File: config.mk
export PLATFORM = sky130hd
export DESIGN_NAME = i2s_rx
export DESIGN_NICKNAME = d
export VERILOG_FILES = /design/src/rtl/i2s_pkg.sv /design/src/rtl/i2s_rx_sync.sv /design/src/rtl/i2s_rx.sv
export SDC_FILE = /design/constraint.sdc
export NUM_CORES = 1
export LEC_CHECK = 0
export BUFFER_PORTS_ARGS = -buffer_cell sky130_fd_sc_hd__buf_2
export CORE_MARGIN = 2
export CORE_UTILIZATION = 31
export DETAILED_ROUTE_END_ITERATION = 8
export GPL_ROUTABILITY_DRIVEN = 0
export REMOVE_ABC_BUFFERS = 1
export SLEW_MARGIN = 20
export SYNTH_ARGS = -nofsm -noshare
export SYNTH_HDL_FRONTEND = slang
export SYNTH_HIERARCHICAL = 1
export SYNTH_SLANG_ARGS = --single-unit
File: constraint.sdc
create_clock -name i_clk -period 3.75 [get_ports i_clk]
set_input_delay 0.375 -clock i_clk [delete_from_list [all_inputs] [get_ports i_clk]]
set_output_delay 0.375 -clock i_clk [all_outputs]
set_load 0.03 [all_outputs]
File: src/rtl/i2s_pkg.sv
// I2S receiver shared definitions: default geometry and
// the framing state type used by i2s_rx.
package i2s_pkg;

    localparam int I2S_WIDTH_DEF   = 16;
    localparam int I2S_TIMEOUT_DEF = 255;

    typedef enum logic {
        HUNT = 1'b0,
        RUN  = 1'b1
    } i2s_state_e;

endpackage

File: src/rtl/i2s_rx_sync.sv
// I2S receiver front end: 2-FF synchronisers for BCK, WS and DIN
// plus a BCK rising-edge detector on the synchronised clock.
module i2s_rx_sync
    import i2s_pkg::*;
(
    input  logic i_clk,
    input  logic i_rst_n,
    input  logic i_bck,
    input  logic i_ws,
    input  logic i_din,
    output logic o_bck_rise,
    output logic o_ws,
    output logic o_din
);

    logic [1:0] r_bck_sync;
    logic [1:0] r_ws_sync;
    logic [1:0] r_din_sync;
    logic       r_bck_prev;

    // Two-stage synchronisers and previous synchronised BCK value
    always_ff @(posedge i_clk) begin
        if (!i_rst_n) begin
            r_bck_sync <= '0;
            r_ws_sync  <= '0;
            r_din_sync <= '0;
            r_bck_prev <= 1'b0;
        end else begin
            r_bck_sync <= {r_bck_sync[0], i_bck};
            r_ws_sync  <= {r_ws_sync[0], i_ws};
            r_din_sync <= {r_din_sync[0], i_din};
            r_bck_prev <= r_bck_sync[1];
        end
    end

    assign o_bck_rise = r_bck_sync[1] & ~r_bck_prev;
    assign o_ws       = r_ws_sync[1];
    assign o_din      = r_din_sync[1];

endmodule

File: src/rtl/i2s_rx.sv
// Philips I2S stereo receiver with HUNT/RUN framing and a BCK watchdog.
// Optional averaged mono output when I2S_RX_MONO_EN is defined.
module i2s_rx
    import i2s_pkg::*;
#(
    parameter int WIDTH   = I2S_WIDTH_DEF,
    parameter int TIMEOUT = I2S_TIMEOUT_DEF
) (
    input  logic             i_clk,
    input  logic             i_rst_n,
    input  logic             i_i2s_bck,
    input  logic             i_i2s_ws,
    input  logic             i_i2s_din,
    output logic [WIDTH-1:0] o_left_out,
    output logic [WIDTH-1:0] o_right_out,
    output logic             o_sample_strobe,
    output logic             o_locked,
    output logic             o_frame_err
`ifdef I2S_RX_MONO_EN
    ,
    output logic [WIDTH-1:0] o_mono_out
`endif
);

    localparam int CW = $clog2(WIDTH + 1) + 1;
    localparam int TW = $clog2(TIMEOUT + 1);

    logic             w_bck_rise;
    logic             w_ws;
    logic             w_din;

    i2s_state_e       r_state;
    i2s_state_e       w_state_nx;

    logic             r_ws_prev;
    logic [CW-1:0]    r_cnt;
    logic [CW-1:0]    w_cnt_inc;
    logic [WIDTH-1:0] r_shift;
    logic [WIDTH-1:0] w_shift_nx;
    logic [TW-1:0]    r_wdog;

    logic             w_ws_toggle;
    logic             w_timeout;
    logic             w_hunt_start;
    logic             w_word_done;
    logic             w_word_err;

    logic             r_done;
    logic             r_done_ch;
    logic             r_done_err;
    logic [WIDTH-1:0] r_done_word;

    logic [WIDTH-1:0] r_stage;
    logic             r_stage_vld;
    logic [WIDTH-1:0] r_left;
    logic [WIDTH-1:0] r_right;
    logic             r_strobe;
    logic             r_ferr;
    logic             r_locked;

    i2s_rx_sync u_sync (
        .i_clk      (i_clk),
        .i_rst_n    (i_rst_n),
        .i_bck      (i_i2s_bck),
        .i_ws       (i_i2s_ws),
        .i_din      (i_i2s_din),
        .o_bck_rise (w_bck_rise),
        .o_ws       (w_ws),
        .o_din      (w_din)
    );

    // Edge-time helpers: WS change, next bit count, next shift value, watchdog expiry
    always_comb begin
        w_ws_toggle = w_bck_rise & (w_ws != r_ws_prev);
        w_cnt_inc   = (r_cnt == '1) ? r_cnt : r_cnt + CW'(1);
        w_shift_nx  = r_shift;
        for (int i = 0; i < WIDTH; i++) begin
            if (r_cnt == CW'(i)) begin
                w_shift_nx[WIDTH-1-i] = w_din;
            end
        end
        w_timeout   = ~w_bck_rise & (r_wdog == TW'(TIMEOUT - 1));
    end

    // Framing state register
    always_ff @(posedge i_clk) begin
        if (!i_rst_n) begin
            r_state <= HUNT;
        end else begin
            r_state <= w_state_nx;
        end
    end

    // Framing next state: lock onto a right->left boundary, drop out on errors
    always_comb begin
        w_state_nx   = r_state;
        w_hunt_start = 1'b0;
        w_word_done  = 1'b0;
        w_word_err   = 1'b0;
        unique case (r_state)
            HUNT: begin
                if (w_ws_toggle && r_ws_prev) begin
                    w_hunt_start = 1'b1;
                    w_state_nx   = RUN;
                end
            end
            RUN: begin
                if (w_ws_toggle) begin
                    w_word_done = 1'b1;
                    w_word_err  = (w_cnt_inc != CW'(WIDTH));
                end
                if (w_word_err || w_timeout) begin
                    w_state_nx = HUNT;
                end
            end
            default: w_state_nx = HUNT;
        endcase
    end

    // Bit capture, watchdog and registered word-completion event
    always_ff @(posedge i_clk) begin
        if (!i_rst_n) begin
            r_ws_prev   <= 1'b0;
            r_cnt       <= '0;
            r_shift     <= '0;
            r_wdog      <= TW'(TIMEOUT);
            r_done      <= 1'b0;
            r_done_ch   <= 1'b0;
            r_done_err  <= 1'b0;
            r_done_word <= '0;
        end else begin
            r_done <= 1'b0;
            if (w_bck_rise) begin
                r_ws_prev <= w_ws;
                r_wdog    <= '0;
            end else if (r_wdog != TW'(TIMEOUT)) begin
                r_wdog <= r_wdog + TW'(1);
            end
            if (w_hunt_start || w_word_done) begin
                r_cnt   <= '0;
                r_shift <= '0;
            end else if (r_state == RUN && w_bck_rise) begin
                r_cnt   <= w_cnt_inc;
                r_shift <= w_shift_nx;
            end
            if (w_word_done) begin
                r_done      <= 1'b1;
                r_done_ch   <= r_ws_prev;
                r_done_err  <= w_word_err;
                r_done_word <= w_shift_nx;
            end
        end
    end

    // Left staging, paired output update, strobe/error pulses and lock flag
    always_ff @(posedge i_clk) begin
        if (!i_rst_n) begin
            r_stage     <= '0;
            r_stage_vld <= 1'b0;
            r_left      <= '0;
            r_right     <= '0;
            r_strobe    <= 1'b0;
            r_ferr      <= 1'b0;
            r_locked    <= 1'b0;
        end else begin
            r_strobe <= 1'b0;
            r_ferr   <= 1'b0;
            if (r_done) begin
                if (r_done_err) begin
                    r_ferr   <= 1'b1;
                    r_locked <= 1'b0;
                end
                if (!r_done_ch) begin
                    r_stage     <= r_done_word;
                    r_stage_vld <= ~r_done_err;
                end else if (r_stage_vld) begin
                    r_left      <= r_stage;
                    r_right     <= r_done_word;
                    r_strobe    <= ~r_done_err;
                    r_stage_vld <= 1'b0;
                    if (!r_done_err) begin
                        r_locked <= 1'b1;
                    end
                end
            end
            if (w_timeout) begin
                r_locked    <= 1'b0;
                r_stage_vld <= 1'b0;
            end
        end
    end

`ifdef I2S_RX_MONO_EN
    logic [WIDTH:0]   w_mono_sum;
    logic [WIDTH-1:0] r_mono;

    assign w_mono_sum = {r_stage[WIDTH-1], r_stage}
                      + {r_done_word[WIDTH-1], r_done_word};

    // Mono average tracks the stereo pair update
    always_ff @(posedge i_clk) begin
        if (!i_rst_n) begin
            r_mono <= '0;
        end else if (r_done && r_done_ch && r_stage_vld) begin
            r_mono <= w_mono_sum[WIDTH:1];
        end
    end

    assign o_mono_out = r_mono;
`endif

    assign o_left_out      = r_left;
    assign o_right_out     = r_right;
    assign o_sample_strobe = r_strobe;
    assign o_locked        = r_locked;
    assign o_frame_err     = r_ferr;

endmodule

**Word-level counts from Yosys, hierarchy flattened**

Cells that the tools add are included.

- $add $sub $neg: 2
- Equal/unequal tests: 20
- Muxes and demuxes: 35
- Bitwise operators: 9
- Reductions and logical operators: 12

Operators with widths:

| operator | count |
|---|---|
| $eq A6 B4 Y1 const B | 8 |
| $mux W1 | 31 |
| $eq A6 B3 Y1 const B | 4 |
| $mux W8 | 2 |
| $eq A6 B2 Y1 const B | 2 |
| $add A8 B1 Y8 const B | 1 |
| $eq A8 B8 Y1 const B | 1 |
| $ne A8 B8 Y1 const B | 1 |
| $add A6 B1 Y6 const B | 1 |
| $eq A6 B1 Y1 const B | 1 |
| $eq A6 B6 Y1 const B | 1 |
| $logic_not A6 Y1 | 1 |
| $mux W6 | 1 |
| $ne A6 B5 Y1 const B | 1 |
| $not A1 Y1 | 6 |
| $reduce_and A2 Y1 | 2 |
| $reduce_and A4 Y1 | 1 |
| $reduce_or A2 Y1 | 2 |
| $and A1 B1 Y1 | 3 |
| $reduce_and A3 Y1 | 1 |
| $logic_and A1 B1 Y1 | 2 |
| $logic_or A1 B1 Y1 | 2 |
| $pmux W1 S2 | 1 |
| $reduce_bool A2 Y1 | 1 |
| $ne A1 B1 Y1 | 1 |

- Flip-flop bits (word level): 110
- Input port bits: 5
- Output and inout port bits: 35
- Word-level logic and storage cells: 98

**Longest topological paths before layout**

- Word-level depth: 8
- Gate-level depth with buffers: 8
- Gate-level depth less buffers: 6

**Cells and area by module**

Netlist, hierarchy kept.

By module, submodules not included:

| module | instances | cells each | area an instance (sq um) | seq. area each (sq um) |
|---|---|---|---|---|
| i2s_rx | 1 | 469 | 4175.3 | 2062.0 |
| i2s_rx_sync | 1 | 15 | 190.2 | 140.1 |

**Worst setup path before layout**

No wires, ideal clock.

- Path kind: register to register
- Start: reg r_cnt[1]
- End: reg r_state
- Setup time: 0.058 ns
- Data arrival time: 1.642 ns
- Data required time: 3.692 ns
- Path slack: 2.050 ns
- Stages on the path, launching flop included: 6
- Buffers on the path: 0
- Clock period less this slack: 1.700 ns
- Path through: dfxtp_1 ha_1 nand2_1 or4_4 a2111oi_2 o21a_1

- Longest elaborated chain between the ends: 8
- Elaborated cells on any way between the ends: 9
- Classes of those cells: add/sub: 1; eq/ne: 2; mux: 5; reduce/logical: 1

RTL lines:

| element | line | RTL |
|---|---|---|
| from (decl) | i2s_rx.sv:36 | `logic [CW-1:0] r_cnt;` |
| from (signal assigned) | i2s_rx.sv:143 | `r_cnt <= w_cnt_inc;` |
| $add A6 B1 Y6 or $eq A6 B6 Y1 (tied branches) | i2s_rx.sv:75 | `w_cnt_inc = (r_cnt == '1) ? r_cnt : r_cnt + CW'(1);` |
| $mux W6 * | i2s_rx.sv:75 |  |
| $ne A6 B5 Y1 * | i2s_rx.sv:110 | `w_word_err = (w_cnt_inc != CW'(WIDTH));` |
| $mux W1 * | i2s_rx.sv:108 | `if (w_ws_toggle) begin` |
| $mux W1 * | i2s_rx.sv:100 | `unique case (r_state)` |
| $logic_or A1 B1 Y1 * | i2s_rx.sv:112 | `if (w_word_err \|\| w_timeout) begin` |
| $mux W1 * | i2s_rx.sv:112 |  |
| $pmux W1 S2 * | i2s_rx.sv:100 |  |
| to (signal assigned) | i2s_rx.sv:90 | `r_state <= w_state_nx;` |
| to (decl) | i2s_rx.sv:32 | `i2s_state_e r_state;` |

Every way passes the cells marked *; elsewhere a longest branch is shown, timed or not. The select of a mux whose other input is x is not followed.
A chain may end at the register's enable or synchronous reset.

**Worst setup path after layout**

- Start: reg u_sync.r_bck_sync[1]
- End: reg r_cnt[1]

- Longest elaborated chain between the ends: 7
- Elaborated cells on any way between the ends: 10
- Classes of those cells: mux: 4; bitwise: 2; reduce/logical: 4

RTL lines:

| element | line | RTL |
|---|---|---|
| from (decl) | i2s_rx_sync.sv:16 | `logic [1:0] r_bck_sync;` |
| from (signal assigned) | i2s_rx_sync.sv:29 | `r_bck_sync <= {r_bck_sync[0], i_bck};` |
| $and A1 B1 Y1 * | i2s_rx_sync.sv:36 | `assign o_bck_rise = r_bck_sync[1] & ~r_bck_prev;` |
| named net w_bck_rise | i2s_rx.sv:28 | `logic w_bck_rise;` |
| $and A1 B1 Y1 | i2s_rx.sv:74 | `w_ws_toggle = w_bck_rise & (w_ws != r_ws_prev);` |
| $logic_and A1 B1 Y1 | i2s_rx.sv:102 | `if (w_ws_toggle && r_ws_prev) begin` |
| $mux W1 | i2s_rx.sv:102 |  |
| $mux W1 | i2s_rx.sv:100 |  |
| $logic_or A1 B1 Y1 | i2s_rx.sv:139 | `if (w_hunt_start \|\| w_word_done) begin` |
| $reduce_or A2 Y1 (no source line) | - |  |

The timed path passes the listed nets; every way through them passes the cells marked *.

==> flow_summary.ini <==
[route]
drt_iter0_drc = 207
wl_per_cell_um = 13.08
firstDrtPassIters = 4
vias = 3353
via_per_inst = 4.845
wl_mm = 9.053
drc = 0
drtAntennaViolNets = 0

[yosys]
synth-edff-count = 0
post_synth_instance_area_sq_um = 4365
synthTopCellsByArea = dfxtp_1, nand2_1, a21boi_0
yosysTopAreaCell = dfxtp_1
yosysTopAreaCellShare_pct = 50.44
ys_seq_area_share_pct = 50.44
synthDistinctLibCells = 38
syn_inst = 484
synth_most_common_cell = nand2_1
synthTopCellsByCount = nand2_1, dfxtp_1, a21boi_0, nor2_1, clkbuf_1
synthFlopType = dfxtp_1
synth-seq-cells = 110
avgSynthCellArea_sq_um = 9.019
ys_warn_count = 6
async_reset_ff_share_pct = 0

[sta]
rsz0062_at_grt = no
worst_slew_pin_slew_ns = 0.9677
period_share_pct = 61.67
finalCriticalPeriod_ns = 2.313
hold_viol = 0
setup_viol = 0
setup_tns_ns = 0
clock.fmax_ghz = 0.4324
maxSlewViolCount = 0
finClkSkew_ns = 0.004752
relSlewSlack_pct = 35.35

[setup_path]
startpoint_type = flop
worstReg2RegStart = u_sync/r_bck_sync[1]$_SDFF_PN0_
crit_type = flop to flop
r2r_end = r_cnt[1]$_SDFFE_PP0P_
critPathMaxStageDelay_ns = 0.77
reg2reg_depth = 6
end_kind = flop
reg2reg_slack_ns = 1.44
cp_max_fo = 36
cp_cell_sequence = nor2b_1 -> and2_1 -> buf_4 -> o21ai_0 -> mux2i_1 -> nor2_1
crit_arrival_ns = 2.52
cp.required_ns = 3.95
crit_slowest_cell = nor2b_1

[floorplanning]
core_area_sq_um = 13830
dieHeight_um = 122.7
dieArea_sq_um = 15050
fp.dieW_um = 122.7
ios = 40
num_rows = 43
initial_core_util_pct = 31.57

[placed_design]
hpwlAfterDp_mm = 5.864
dp.cells = 677
io_buffers = 39

[clocking]
cts_buffer_depth = 2
cts-root-buf = clkbuf_16
cts_setup_buffers = 0
htreeDepth = 3
clkTransAtPathRegs_ns = 0.07
cts-hold-fix-buffers = 0
clock_latency_ns = 0.34
clock-sinks = 110
cts-resized-gates = 0
cts-buffers-inserted = 9
cts_tree = done

[finish]
stdcell_count = 692
n_antenna_cell = 0
drive_above_1_share_pct = 11.52
areaGrowthSynthToFinish_pct = 13.30
fin_nets = 519

[global_route]
met1_usage_pct = 17.05
gr-usage-met3_pct = 2.463
antenna_found_initial = 0
grt_busiest_layer = met2
grt_max_degree = 43
grt.total_usage_pct = 12.97
met2_usage_pct = 20.23
grt_pass1_vias = 3216
grt_pass1_wl_mm = 15.45
grt_overflow_total = 0

[min_path]
holdPathStages = 2
min_from = i_i2s_bck
hold_path_class = input port to flop
worstHoldEndpoint = u_sync/r_bck_sync[0]$_SDFF_PN0_

[power]
power.static_leakage_nw = 1.862
ir_drop_uv = 192.6
power_density_nw_per_um2 = 475.5

[run]
cap_violations = 0

[run_status]
outcome = complete, no violations
[logic make-up after synthesis]
group           share of synthesized area [%]
xor+xnor                                1.003
simple gates                            19.23
buf+inv                                 3.783
mux                                     4.586
fa+ha+maj                               1.720
flops                                   50.44
compound gates                          19.23
[area by class of cell]
class / count / area, sq um
sequential: 110 / 2202
fill: 1419 / 8881
clock inverter: 2 / 10.01
tap: 180 / 225.2
multi-input combinational: 334 / 1998
clock buffer: 13 / 240.2
inverter: 8 / 30.03
timing repair buffer: 45 / 240.2
[through the flow]
step	setup slack [ns]	power, mW	hold WS (ns)	cell area, sq um	utilization [%]
final	1.437	2.352	0.2384	4946	35.77
after global routing	1.211	2.470	0.2463	4946	35.77
after CTS	1.494	2.381	0.2260	4946	35.77
after detailed placement	1.499	1.528	0.4292	4696	33.96
after global placement	1.591	1.511	0.4247	4696	33.96
after floorplan	1.350	1.464	0.4118	4230	-
[worst max-delay path, delay by kind of cell, from the launching register on]
family	cells	cell delay, ns
DFF	1	0.33
and+or+nand+nor	3	1.07
AOI/OAI and AO/OA	1	0.24
buffers and inverters	1	0.34
muxes	1	0.20
[report_power, final]
group / switching (mW) / leakage (nW) / total [mW] / internal [mW]
Combinational: 0.131 / 0.850 / 0.236 / 0.105
Sequential: 0.0598 / 0.889 / 1.27 / 1.21
Clock: 0.399 / 0.123 / 0.845 / 0.446
[sequential cells by signal (all words and copies together) (netlist names), 2 cells and up]
register           cells
r_cnt                  6
o_right_out           16
u_sync/r_din_sync      2
r_done_word           16
u_sync/r_ws_sync       2
o_left_out            16
r_shift               16
u_sync/r_bck_sync      2
r_wdog                 8
r_stage               16
[worst max path at each step]
stage	startpoint	endpoint	slack, ns	cells after the start
finish	u_sync/r_bck_sync[1]$_SDFF_PN0_	r_cnt[1]$_SDFFE_PP0P_	1.44	6
global route	u_sync/r_bck_sync[1]$_SDFF_PN0_	r_cnt[1]$_SDFFE_PP0P_	1.21	6
CTS	u_sync/r_bck_sync[1]$_SDFF_PN0_	r_done_ch$_SDFFE_PN0P_	1.49	6
detailed placement	u_sync/r_bck_sync[1]$_SDFF_PN0_	r_cnt[1]$_SDFFE_PP0P_	1.50	6
global placement	u_sync/r_bck_sync[1]$_SDFF_PN0_	r_cnt[0]$_SDFFE_PP0P_	1.59	6
floorplan	u_sync/r_bck_sync[1]$_SDFF_PN0_	r_done_ch$_SDFFE_PN0P_	1.35	5
[layout by cell type, fill, tap and decap left out, drive strengths merged, types with 2 or more instances in the layout]
| cell type | netlist | routed |
|---|---|---|
| a211oi | 19 | 19 |
| a21boi | 48 | 48 |
| a21oi | 3 | 3 |
| a31oi | 2 | 2 |
| and2 | 9 | 9 |
| and3 | 4 | 4 |
| and3b | 2 | 2 |
| buf | 8 | 45 |
| clkbuf | 24 | 13 |
| clkinv | 0 | 2 |
| dfxtp | 110 | 110 |
| ha | 6 | 6 |
| inv | 8 | 8 |
| mux2i | 20 | 20 |
| nand2 | 113 | 113 |
| nand3 | 9 | 9 |
| nand4 | 4 | 4 |
| nor2 | 29 | 29 |
| nor2b | 6 | 6 |
| nor3 | 4 | 4 |
| nor3b | 5 | 5 |
| o211ai | 3 | 3 |
| o21ai | 13 | 13 |
| o2bb2ai | 17 | 17 |
| o31ai | 4 | 4 |
| xnor2 | 4 | 4 |
[metal layers]
| layer | vias up | part of all wire [%] |
|---|---|---|
| met4 | 0 | 2.3 |
| met1 | 1573 | 51 |
| met2 | 59 | 43 |
| met3 | 13 | 3.2 |
| met5 | - | 0 |
| li1 | 1708 | - |
(Power assumes the default switching activity.)
